### config.mk
export PLATFORM = sky130hd
export DESIGN_NAME = fifo_burst_drain
export DESIGN_NICKNAME = d
export VERILOG_FILES = /design/src/rtl/fifo_burst_drain_pkg.sv /design/src/rtl/fifo_burst_drain_out_reg.sv /design/src/rtl/fifo_burst_drain.sv
export SDC_FILE = /design/constraint.sdc
export NUM_CORES = 1
export LEC_CHECK = 0
export ABC_CLOCK_PERIOD_IN_PS = 4210
export CAP_MARGIN = 5
export CORE_ASPECT_RATIO = 0.7
export CORE_MARGIN = 2
export CORE_UTILIZATION = 43
export CTS_BUF_LIST = sky130_fd_sc_hd__clkbuf_2
export CTS_CLUSTER_DIAMETER = 30
export DETAILED_ROUTE_END_ITERATION = 12
export GPL_ROUTABILITY_DRIVEN = 0
export PLACE_DENSITY = 0.95
export RECOVER_POWER = 50
export SLEW_MARGIN = 20
export SYNTH_ARGS = -nofsm -noshare
export SYNTH_HDL_FRONTEND = slang
export SYNTH_SLANG_ARGS = --single-unit
### constraint.sdc
create_clock -name clk -period 4.21 [get_ports clk]
set_input_delay 0.6315 -clock clk [delete_from_list [all_inputs] [get_ports clk]]
set_output_delay 0.6315 -clock clk [all_outputs]
set_load 0.02 [all_outputs]
### src/rtl/fifo_burst_drain_pkg.sv
// Shared types and defaults for the FIFO burst drainer: state encoding,
// default burst/timeout sizes and the length-tag width helper.
package fifo_burst_drain_pkg;

  typedef enum logic [1:0] {
    IDLE  = 2'd0,
    BURST = 2'd1,
    DONE  = 2'd2
  } state_t;

  localparam int DEF_BURST_LEN = 16;
  localparam int DEF_TIMEOUT   = 64;

  // One extra bit so the tag can hold the full burst length itself.
  function automatic int len_width(input int burst_len);
    return $clog2(burst_len) + 1;
  endfunction

endpackage

### src/rtl/fifo_burst_drain_out_reg.sv
// Single-entry valid/ready output register carrying one beat with its
// burst framing {data, first, last, len}; loads on pop, clears on accept.
module burst_out_reg #(
  parameter int DATA_W = 128,
  parameter int LEN_W  = 5
) (
  input  logic              clk,
  input  logic              rst,
  input  logic              load,
  input  logic [DATA_W-1:0] load_data,
  input  logic              load_first,
  input  logic              load_last,
  input  logic [LEN_W-1:0]  load_len,
  input  logic              ready,
  output logic              valid,
  output logic [DATA_W-1:0] data,
  output logic              first,
  output logic              last,
  output logic [LEN_W-1:0]  len
);

  // A load in the same cycle as an accept simply replaces the beat.
  always_ff @(posedge clk) begin
    if (rst) begin
      valid <= 1'b0;
      data  <= '0;
      first <= 1'b0;
      last  <= 1'b0;
      len   <= '0;
    end else if (load) begin
      valid <= 1'b1;
      data  <= load_data;
      first <= load_first;
      last  <= load_last;
      len   <= load_len;
    end else if (valid && ready) begin
      valid <= 1'b0;
    end
  end

endmodule

### src/rtl/fifo_burst_drain.sv
// Drains a FWFT FIFO as fixed-length framed bursts onto a valid/ready stream.
// Define FIFO_BURST_DRAIN_TIMEOUT_EN to force partial bursts after idle residue.
module fifo_burst_drain
  import fifo_burst_drain_pkg::*;
#(
  parameter int C_DATA_WIDTH = 128,
  parameter int C_BURST_LEN  = DEF_BURST_LEN,
  parameter int C_TIMEOUT    = DEF_TIMEOUT,
  parameter int C_LEN_W      = len_width(C_BURST_LEN)
) (
  input  logic                    clk,
  input  logic                    rst,
  input  logic [C_DATA_WIDTH-1:0] fifo_dataout,
  input  logic                    fifo_empty,
  input  logic [17:0]             fifo_count,
  output logic                    fifo_rden,
  input  logic                    flush,
  output logic [C_DATA_WIDTH-1:0] m_data,
  output logic                    m_valid,
  input  logic                    m_ready,
  output logic                    m_first,
  output logic                    m_last,
  output logic [C_LEN_W-1:0]      m_len,
  output logic                    busy
);

  localparam logic [17:0]        BURST_LEN_CNT = 18'(C_BURST_LEN);
  localparam logic [C_LEN_W-1:0] BURST_LEN_TAG = C_LEN_W'(C_BURST_LEN);

  state_t             state, state_next;
  logic [C_LEN_W-1:0] beats_left, burst_len, start_len;
  logic               start, pop, timeout_hit, full_ready, flush_ready;

  assign full_ready  = fifo_count >= BURST_LEN_CNT;
  assign flush_ready = flush && (fifo_count != 18'd0);
  assign pop         = (state == BURST) && (beats_left != '0) && !fifo_empty &&
                       (!m_valid || m_ready);
  assign fifo_rden   = pop;
  assign busy        = state != IDLE;

`ifdef FIFO_BURST_DRAIN_TIMEOUT_EN
  localparam int TO_W = $clog2(C_TIMEOUT) + 1;

  logic [TO_W-1:0] idle_cnt;
  logic            idle_arm;

  assign idle_arm    = (state == IDLE) && (fifo_count != 18'd0) &&
                       (fifo_count < BURST_LEN_CNT) && !flush;
  assign timeout_hit = idle_arm && (idle_cnt == TO_W'(C_TIMEOUT - 1));

  always_ff @(posedge clk) begin
    if (rst || !idle_arm || timeout_hit) begin
      idle_cnt <= '0;
    end else begin
      idle_cnt <= idle_cnt + 1'b1;
    end
  end
`else
  assign timeout_hit = 1'b0;
`endif

  // Below-full starts imply fifo_count < C_BURST_LEN, so its low bits are the exact length.
  always_comb begin
    state_next = state;
    start      = 1'b0;
    start_len  = '0;
    case (state)
      IDLE: begin
        if (full_ready) begin
          start     = 1'b1;
          start_len = BURST_LEN_TAG;
        end else if (flush_ready || timeout_hit) begin
          start     = 1'b1;
          start_len = fifo_count[C_LEN_W-1:0];
        end
        if (start) state_next = BURST;
      end
      BURST: begin
        if (pop && (beats_left == C_LEN_W'(1))) state_next = DONE;
      end
      DONE: begin
        if (m_valid && m_ready && m_last) state_next = IDLE;
      end
      default: state_next = IDLE;
    endcase
  end

  always_ff @(posedge clk) begin
    if (rst) begin
      state      <= IDLE;
      beats_left <= '0;
      burst_len  <= '0;
    end else begin
      state <= state_next;
      if (start) begin
        beats_left <= start_len;
        burst_len  <= start_len;
      end else if (pop) begin
        beats_left <= beats_left - 1'b1;
      end
    end
  end

  burst_out_reg #(
    .DATA_W (C_DATA_WIDTH),
    .LEN_W  (C_LEN_W)
  ) u_out_reg (
    .clk        (clk),
    .rst        (rst),
    .load       (pop),
    .load_data  (fifo_dataout),
    .load_first (beats_left == burst_len),
    .load_last  (beats_left == C_LEN_W'(1)),
    .load_len   (burst_len),
    .ready      (m_ready),
    .valid      (m_valid),
    .data       (m_data),
    .first      (m_first),
    .last       (m_last),
    .len        (m_len)
  );

endmodule

==> impl_results.md <==
* Routing usage on met3 at 8.56%
* Setup TNS at 0 ns
* Site row count at 34
* Initial Utilization at 43.7%
* Cells after synthesis at 677
* Sequential share of the synthesized area at 55.1%
* Cells on Worst Hold Path at 3
* Min cycle time layout at 3.75 ns
* Most frequent cells in the layout: 276 x nand2_1, 198 x clkdlybuf4s50_1, 148 x dfxtp_1, 141 x a21oi_1, 89 x dlygate4sd3_1
* Post-DP Area at 0.00825 sq mm
* Outcome: complete, no violations
* Routed wire length at 16000 um
* Tot Pwr at 2.89 mW
* Layout cells sized above 1 at 4.09%
* Final nets at 1095
* Worst r2r src: beats_left[0]$_SDFFE_PP0P_
* Later-pin clock latency in the skew report at 0.68 ns
* Period utilisation layout at 89.0%
* Vias per cell at 4.93
* DIE AREA at 0.0134 sq mm
* # clock sinks at 148
* Worst Hold Class: input pin to flop
* Cell variety after synth at 31
* Top Ports at 289
* R2R setup slack at 1.17 ns
* Post-CTS sizing at 0
* Syn Area/Cell at 7.94 sq um
* Pins over their slew limit at 0
* Root buffer cell: clkbuf_2
* Detailed Place HPWL at 11500 um
* IO buf count at 288
* Vias in the first global route at 5377
* Fmax at 267 MHz
* Final ANT Viol Nets at 0
* CTS max path bufs at 2
* Cells after DPL at 1084
* TritonCTS clock tree: built
* Crit path launch type: flop
* Largest net degree at the start of global routing at 92
* Number of diodes at 0
* Die Ht at 97.5 um
* Most common cell after layout, fill and taps aside: nand2_1
* Worst-Margin Slew at 1.17 ns
* Clock Skews at 0.0549 ns
* GRT Max-Usage Layer: met2
* Fillers at 1013
* Initial antenna violation count at 0
* Worst Path Required at 3.58 ns
* Global-route wire length before repair at 25200 um
* Pwr Density at 341 mW/mm^2
* Routed vias at 5499
* Average wire per standard cell at 14.3 um
* Area grow syn2layout at 58.1%
* Num CTS Buffers at 17
* Mapped Area at 0.00538 sq mm
* Fin cells at 1116
* Die Width at 138 um
* First-pass detailed-route iteration total at 5
* Clock transition at path regs at 0.24 ns
* Leak at 3.26 nW
* GRT Overall Usage at 23.6%
* Worst setup EP type: output pin
* Met2 usage at 41.7%
* Max-Cap Viols at 0
* Total gr overflow at 0
* Drt first-iter violations at 154
* Net Count, Synth at 831
* Fin. Hold Viols at 0
* Drt drc at 0
* Hold Crit Start: fifo_dataout[109]
* Hold path endpoint: u_out_reg.data[109]$_SDFFE_PP0P_
* Setup CP Type: flop to output pin
* Hold-fix buffers at CTS at 0
* Slew Limit Headroom at 21.5%
* Finished Cell Area at 0.00850 sq mm
* WP data arrival at 3.12 ns
* Reg2Reg Capture Point: beats_left[3]$_SDFFE_PP0P_
* Htree depth at 4
* Crit-path max FO at 55
* Worst setup startpoint: beats_left[0]$_SDFFE_PP0P_
* VDD IR max at 227 uV
* Final setup vio count at 0
* Met1 Use GR at 25.2%
* Yosys warns at 0
* RSZ-0062 raised after global routing: no
* Setup bufs post-CTS at 0
* Placeable Area at 0.0123 sq mm
* FF+latch count, synth at 148
* Worst R2R Path Depth at 9
-- power by group --
part	leakage, nW	internal, mW	total [mW]	switching (mW)
sequential	1.20	1.47	1.51	0.0370
clock	0.151	0.340	0.848	0.508
combinational	1.90	0.269	0.538	0.269
-- worst max path at each step --
stage	endpoint	slack, ns
3_3_place_gp	beats_left[4]$_SDFFE_PP0P_	1.02
4_1_cts	fifo_rden	0.50
5_1_grt	fifo_rden	0.20
3_5_place_dp	beats_left[4]$_SDFFE_PP0P_	0.99
2_1_floorplan	fifo_rden	2.30
6_report	fifo_rden	0.46
-- critical path: stages (launching register included) --
cell and delay, ns:
dfxtp_1 0.45, inv_1 0.12, ha_1 0.22, a211oi_1 0.43, nand2b_4 0.10, inv_4 0.42
clkdlybuf4s50_1 0.71
-- logic make-up after synthesis --
family / share of synthesized area [%]
adder cells (fa/ha/maj): 0.698
AO/OA/AOI/OAI: 14.5
AND/OR/NAND/NOR: 23.6
flip-flops: 55.1
XOR/XNOR: 0.978
buffers and inverters: 5.10
-- final cells by class --
type                            count  area, sq um  share of cell area, %
Inverter                            5         21.3                  0.250
Clock buffer                       20          100                   1.18
Multi-Input combinational cell    476         2140                   25.2
Clock inverter                     12          153                   1.80
Tap cell                          162          203                   2.39
Timing Repair Buffer              293         2920                   34.3
Sequential cell                   148         2960                   34.9
-- cells in the mapped netlist (all sizes together) --
cell type / count / area (sq um)
and4: 1 / 8.76
o31ai: 2 / 15.0
a221oi: 3 / 26.3
xnor2: 3 / 26.3
a21boi: 1 / 7.51
nand2: 276 / 1040
nor4: 6 / 37.5
nand4: 2 / 12.5
and2: 3 / 18.8
o21ai: 3 / 15.0
a211oi: 1 / 12.5
clkbuf: 16 / 60.1
inv: 5 / 18.8
nor2: 10 / 37.5
xor2: 3 / 26.3
a21oi: 141 / 706
ha: 3 / 37.5
nand3: 4 / 20.0
dfxtp: 148 / 2960
buf: 32 / 195
nor3: 3 / 20.0
nor2b: 2 / 12.5
nand3b: 1 / 7.51
nand2b: 4 / 27.5
and3: 2 / 12.5
nor3b: 2 / 15.0
-- stage by stage --
step                util [%]  setup WS (ns)  hold WS (ns)
finish                  69.1          0.462         0.454
global route            69.1          0.205         0.383
CTS                     69.1          0.504         0.396
detailed placement      67.1          0.993         0.446
global placement        67.1           1.02         0.441
floorplan                  -           2.30         0.454
-- routing by layer --
layer	wire, um	vias up	part of all wire, %
met1	6120	2518	38
met4	525	0	3.3
li1	-	2728	-
met3	1500	41	9.4
met5	0	-	0
met2	7820	212	49
-- registers in the layout (all words and copies together), names as in the netlist --
name	count
beats_left	5
burst_len	5
state	2
u_out_reg.data	128
u_out_reg.first	1
u_out_reg.last	1
u_out_reg.len	5
u_out_reg.valid	1
No activity file was read; power rests on OpenSTA's default activity.
